**src/rtl/beu_pipe.sv**
```systemverilog
// Two-stage branch execution unit: S1 holds the issued op and resolves it,
// S2 holds the tagged result for the ROB and raises a one-shot redirect on a mispredict.
module beu_pipe #(
  parameter int XLEN      = 32,
  parameter int ROB_TAG_W = 6
) (
  input  logic                 clk,
  input  logic                 rst,
  input  logic                 iss_valid,
  output logic                 iss_ready,
  input  logic [1:0]           iss_jtype,
  input  logic [2:0]           iss_funct3,
  input  logic [XLEN-1:0]      iss_rs1,
  input  logic [XLEN-1:0]      iss_rs2,
  input  logic [XLEN-1:0]      iss_pc,
  input  logic [XLEN-1:0]      iss_imm,
  input  logic                 iss_pred_taken,
  input  logic [XLEN-1:0]      iss_pred_tgt,
  input  logic [ROB_TAG_W-1:0] iss_rob_tag,
  input  logic                 flush,
  output logic                 res_valid,
  input  logic                 res_ready,
  output logic [ROB_TAG_W-1:0] res_rob_tag,
  output logic                 res_taken,
  output logic [XLEN-1:0]      res_next_pc,
  output logic [XLEN-1:0]      res_link,
  output logic                 res_mispredict,
  output logic                 res_misalign,
  output logic                 redirect_valid,
  output logic [XLEN-1:0]      redirect_pc
);

  typedef enum logic {RUN, WAIT_FLUSH} state_t;

  localparam logic [XLEN-1:0] ALIGN_MASK = {{(XLEN-1){1'b1}}, 1'b0};
  localparam logic [XLEN-1:0] INSN_BYTES = XLEN'(4);

  state_t state, next_state;

  logic                 s1_valid;
  logic [1:0]           s1_jtype;
  logic [2:0]           s1_funct3;
  logic [XLEN-1:0]      s1_rs1, s1_rs2, s1_pc, s1_imm, s1_pred_tgt;
  logic                 s1_pred_taken;
  logic [ROB_TAG_W-1:0] s1_tag;

  logic                 s2_valid;
  logic [ROB_TAG_W-1:0] s2_tag;
  logic                 s2_taken, s2_mispredict, s2_misalign, s2_redir_done;
  logic [XLEN-1:0]      s2_next_pc, s2_link;

  logic                 is_jal, is_jalr, cond_taken;
  logic                 r_taken, r_mispredict, r_misalign;
  logic [XLEN-1:0]      r_target, r_next_pc, r_link;
  logic                 s2_fire, s1_adv, iss_fire, mp_load;

  always_comb begin
    is_jal     = (s1_jtype == 2'b01);
    is_jalr    = (s1_jtype == 2'b10);
    cond_taken = 1'b0;
    case (s1_funct3)
      3'b000:  cond_taken = (s1_rs1 == s1_rs2);
      3'b001:  cond_taken = (s1_rs1 != s1_rs2);
      3'b100:  cond_taken = ($signed(s1_rs1) <  $signed(s1_rs2));
      3'b101:  cond_taken = ($signed(s1_rs1) >= $signed(s1_rs2));
      3'b110:  cond_taken = (s1_rs1 <  s1_rs2);
      3'b111:  cond_taken = (s1_rs1 >= s1_rs2);
      default: cond_taken = 1'b0;
    endcase
    r_taken      = (is_jal || is_jalr) ? 1'b1 : cond_taken;
    r_target     = is_jalr ? ((s1_rs1 + s1_imm) & ALIGN_MASK) : (s1_pc + s1_imm);
    r_link       = s1_pc + INSN_BYTES;
    r_next_pc    = r_taken ? r_target : r_link;
    r_mispredict = (r_taken != s1_pred_taken) || (r_taken && (r_target != s1_pred_tgt));
    r_misalign   = r_taken && r_target[1];
  end

  // Handshake/advance decisions and the RUN/WAIT_FLUSH next state.
  always_comb begin
    next_state = state;
    s2_fire    = s2_valid && res_ready;
    s1_adv     = s1_valid && (!s2_valid || s2_fire);
    iss_ready  = !rst && !flush && (state == RUN) && (!s1_valid || s1_adv);
    iss_fire   = iss_valid && iss_ready;
    mp_load    = s1_adv && r_mispredict;
    case (state)
      RUN:        if (mp_load) next_state = WAIT_FLUSH;
      WAIT_FLUSH: next_state = WAIT_FLUSH;
      default:    next_state = RUN;
    endcase
    if (flush) next_state = RUN;
  end

  always_ff @(posedge clk or posedge rst) begin
    if (rst) state <= RUN;
    else     state <= next_state;
  end

  // A mispredict entering S2 discards whatever is in S1 or being issued: it is younger.
  always_ff @(posedge clk or posedge rst) begin
    if (rst) begin
      s1_valid      <= 1'b0;
      s1_jtype      <= '0;
      s1_funct3     <= '0;
      s1_rs1        <= '0;
      s1_rs2        <= '0;
      s1_pc         <= '0;
      s1_imm        <= '0;
      s1_pred_taken <= 1'b0;
      s1_pred_tgt   <= '0;
      s1_tag        <= '0;
    end else if (flush || mp_load) begin
      s1_valid <= 1'b0;
    end else if (iss_fire) begin
      s1_valid      <= 1'b1;
      s1_jtype      <= iss_jtype;
      s1_funct3     <= iss_funct3;
      s1_rs1        <= iss_rs1;
      s1_rs2        <= iss_rs2;
      s1_pc         <= iss_pc;
      s1_imm        <= iss_imm;
      s1_pred_taken <= iss_pred_taken;
      s1_pred_tgt   <= iss_pred_tgt;
      s1_tag        <= iss_rob_tag;
    end else if (s1_adv) begin
      s1_valid <= 1'b0;
    end
  end

  // redir_done marks that the current S2 result has already spent a cycle visible.
  always_ff @(posedge clk or posedge rst) begin
    if (rst) begin
      s2_valid      <= 1'b0;
      s2_tag        <= '0;
      s2_taken      <= 1'b0;
      s2_next_pc    <= '0;
      s2_link       <= '0;
      s2_mispredict <= 1'b0;
      s2_misalign   <= 1'b0;
      s2_redir_done <= 1'b0;
    end else if (flush) begin
      s2_valid <= 1'b0;
    end else if (s1_adv) begin
      s2_valid      <= 1'b1;
      s2_tag        <= s1_tag;
      s2_taken      <= r_taken;
      s2_next_pc    <= r_next_pc;
      s2_link       <= r_link;
      s2_mispredict <= r_mispredict;
      s2_misalign   <= r_misalign;
      s2_redir_done <= 1'b0;
    end else if (s2_fire) begin
      s2_valid <= 1'b0;
    end else if (s2_valid) begin
      s2_redir_done <= 1'b1;
    end
  end

  assign res_valid      = s2_valid;
  assign res_rob_tag    = s2_tag;
  assign res_taken      = s2_taken;
  assign res_next_pc    = s2_next_pc;
  assign res_link       = s2_link;
  assign res_mispredict = s2_mispredict;
  assign res_misalign   = s2_misalign;
  assign redirect_valid = s2_valid && s2_mispredict && !s2_redir_done;
  assign redirect_pc    = s2_next_pc;

endmodule

```
**config.mk**
```make
export PLATFORM = sky130hd
export DESIGN_NAME = beu_pipe
export DESIGN_NICKNAME = d
export VERILOG_FILES = /design/src/rtl/beu_pipe.sv
export SDC_FILE = /design/constraint.sdc
export NUM_CORES = 1
export LEC_CHECK = 0
export CAP_MARGIN = 20
export CORE_MARGIN = 5
export CORE_UTILIZATION = 30
export DETAILED_ROUTE_END_ITERATION = 12
export HOLD_SLACK_MARGIN = 0.1
export PLACE_DENSITY = 0.55
export SKIP_LAST_GASP = 1
export SYNTH_ARGS = -nofsm -noshare
export SYNTH_HDL_FRONTEND = slang
export SYNTH_SLANG_ARGS = --single-unit
```
**constraint.sdc**
```tcl
create_clock -name clk -period 27.2 [get_ports clk]
set_input_delay 6.8 -clock clk [delete_from_list [all_inputs] [get_ports clk]]
set_output_delay 6.8 -clock clk [all_outputs]
set_load 0.1 [all_outputs]
```
==> metrics.md <==
| Metric | Value |
|---|---|
| Status | completed |
| DR iter-0 viols | ~1.0k |
| # hold bufs at CTS | 0 |
| Synth Warn # | 0 |
| Die width | 245 um |
| Mapped cell area | 0.0166 sq mm |
| Simple-Gate Fraction of Synth Area | 0.136 |
| Gate Count Post-Synth | between 1.5k and 2k |
| Cell row count | between 80 and 90 |
| Setup crit start kind | primary input |
| Final total power | 2.54 mW |
| HP Class | reg2reg |
| Critical path launch point | res_ready |
| Die area | approximately 0.060 sq mm |
| Wire per inst | ~21 um |
| Clk_lat worst skew | 0.60 ns |
| Initial antenna violation count | 0 |
| First-pass GRT wire length | ~84000 um |
| Vias in the first global route | 13.8k |
| CTS H-tree lvls | 1 |
| DRC | 0 |
| Port bufs | 284 |
| DR pass1 iterations | 5 |
| CTS tree | yes |
| PD cells | 122 mW/mm^2 |
| Vias per cell | 5.20 |
| Clock Skew | 0.0339 ns |
| Area delta synth->final | 25.5% |
| Hold path start | s1_tag[2] |
| # setup viols final | 0 |
| Max-cap violations | 0 |
| Setup TNS | 0 ns |
| Gates resized, CTS repair | 0 |
| Most common flop cell mapped by yosys | dfrtp_1 |
| Post-synth EDFFs | 0 |
| Max clock buf depth | 3 |
| CP Capture Type | output pin |
| Top cells by area, synth | dfrtp_1 38%, mux2_2 7.2%, ha_1 7.2% |
| WHS | between 0.4 and 0.5 ns |
| Pins over their slew limit | 0 |
| Crit Path Class | in2out |
| Post-detailed-route count of antenna-violating nets | 0 |
| Routed vias | roughly 14k |
| Multiplexer area fraction after synthesis | 0.139 |
| Final hold vios | 0 |
| I/O pin count | 285 |
| CP peak stage delay | 1.26 ns |
| Min cycle time layout | 16.06 ns |
| Adder-cell share of the synthesized area | 0.0742 |
| Yosys reg bits | 249 |
| VDD IR max | a little under 0.1 mV |
| Post-Syn Nets | about 2k |
| Layout cells sized above 1 | 0.101 |
| Seq/Total Area, Yosys | 0.376 |
| Diodes inserted | 0 |
| Clock-pin slew on the worst setup and hold paths | 0.06 ns |
| Largest area contributor in the netlist | dfrtp_1 |
| Final wirelength | about 56000 um |
| RD Place Congestion | 0.878 |
| Library cells used by synthesis | 85 |
| Largest family of logic cells by synthesized area | compound AO/OA/AOI/OAI gates |
| Fin crit share | 0.591 |
| Initial core utilization | 0.302 |
| Synth top area share | 0.376 |
| XOR/XNOR share of the synthesized area | 0.0528 |
| Pin count of the biggest net entering global routing | around 170 |
| Synth Area per Inst | 9.68 sq um |
| Clock tree sinks | 249 |
| Critical Path Slowest Stage Cell | clkdlybuf4s50_1 |
| Clock root buffer | clkbuf_16 |
| Post-synthesis compound-gate area fraction | 0.166 |
| Core Region | 0.0549 sq mm |
| R2r startpoint | s1_pc[0] |
| RSZ-0062 raised after global routing | no |
| Post-CTS Setup Bufs | 0 |
| Crit path max fanout | 4 |
| Fill cell count | 5413 |
| CP Data Arrival Time | 9.26 ns |
| Worst slew pin tran | roughly 1.1 ns |
| Required time worst endpoint | around 20 ns |
| GRT Total Usage | 0.180 |
| Synth async-reset ratio | 1.00 |
| Die extent in y | 245 um |
| Critical path cell sequence | clkdlybuf4s50_1 -> nor2b_1 -> a2111oi_0 -> clkdlybuf4s50_1 |
| Crit path top cell by count | clkdlybuf4s50_1 |
| Grt ovf | 0 |
| Fin nets | 2195 |
| Hpwl dp | 44300 um |
| Slew Limit Headroom | 0.275 |
| Pleak | 8.68 nW |
| Max Clock Freq | roughly 0.062 GHz |
| CTS buffer count | 31 |
==> per-layer routing <==
| metal | wire length (um) | track usage |
|---|---|---|
| met1 | 26800 | 0.257 |
| met2 | 24600 | 0.285 |
| met3 | 2820 | 0.0258 |
| met4 | 1710 | 0.0525 |
| met5 | 0 | 0 |
==> logic make-up after synthesis <==
group	Yosys count
simple gates	469
compound gates	414
flops	249
mux	206
buf+inv	181
fa+ha+maj	97
xor+xnor	95
==> through the flow <==
step | utilization | std cells | worst slack [ns] | cell area (sq um)
floorplan | - | 1711 | 8.71 | 16600
global placement | 0.360 | 2592 | 11.14 | 19700
detailed placement | 0.360 | 2592 | 11.11 | 19700
CTS | 0.379 | 2649 | 11.08 | 20800
global route | 0.379 | 2649 | 10.93 | 20800
finish | 0.379 | 2649 | 11.14 | 20800
==> synthesized netlist by cell type, types with 6 or more instances <==
library cell and count:
clkbuf_1 53, o21a_1 22, buf_2 6, o21bai_1 10, o21ai_0 111, mux2_2 106
o211ai_1 11, mux2_1 80, o31ai_1 12, a2111oi_0 8, buf_4 42, a311oi_1 6
a211oi_1 19, and3_1 15, mux2i_1 20, xor2_1 42, nor4_1 12, dfrtp_1 249
nor3_1 28, buf_6 7, nand4_1 32, nand2b_1 15, o31a_1 6, nor2b_1 13
nand3_1 41, a211o_1 6, and4_1 7, buf_1 8, a21o_1 27, nand2_1 174
nor2_1 90, xnor2_1 50, a31oi_1 12, a21oi_1 100, ha_1 95, and2_1 7
nand3b_1 6, inv_1 62
==> cells in the final DEF (no fill, tap or decap), drive strengths merged, types with 19 or more instances in the layout <==
cell,instances
a21oi,100
mux2i,20
nor3,29
xnor2,50
xor2,42
inv,64
clkbuf,38
a211oi,19
nand2,174
nand3,41
mux2,186
o21a,22
o21ai,112
dfrtp,249
clkdlybuf4s50,284
a21o,27
nor2,90
ha,95
nand4,32
==> where the power goes <==
part | switching [mW] | total [mW] | internal (mW) | leakage, nW
logic | 1.06 | 1.54 | 0.485 | 5.15
registers | 0.109 | 0.578 | 0.469 | 3.02
clock network | 0.173 | 0.424 | 0.251 | 0.512
==> cell type report <==
type,count,area [sq um],share of cell area
flip-flops and latches,249,6230,0.300
clock inverters,19,195,0.00939
inverters,63,244,0.0117
multi-input cells,1281,9430,0.454
clock buffers,38,852,0.0410
repair buffers,295,2950,0.142
well taps,704,881,0.0424
==> critical path, delay by kind of cell <==
| kind | cells | cell delay (ns) |
|---|---|---|
| buffers and inverters | 2 | 1.74 |
| AND/OR/NAND/NOR | 1 | 0.09 |
| AO/OA/AOI/OAI | 1 | 0.63 |
==> state kept, by name (all words and copies together), names as in the netlist, 2 cells and up <==
signal       cells
res_link        32
s1_tag           6
s1_imm          32
redirect_pc     32
s1_rs2          32
s1_funct3        3
s1_rs1          32
s1_pred_tgt     32
s1_pc           32
s1_jtype         2
res_rob_tag      6
==> final timing paths <==
| path | end | slack (ns) | cells past startpoint |
|---|---|---|---|
| min | res_rob_tag[2] | 0.45 | 2 |
| max reg2reg | s1_rs1[8] | 20.18 | 15 |
| max | iss_ready | 11.14 | 4 |
| min reg2reg | res_rob_tag[2] | 0.45 | 2 |
| max in group asynchronous | s1_rs1[3] | 18.99 | 3 |
| min in group asynchronous | res_mispredict | 6.71 | 2 |
(Power assumes the default switching activity.)
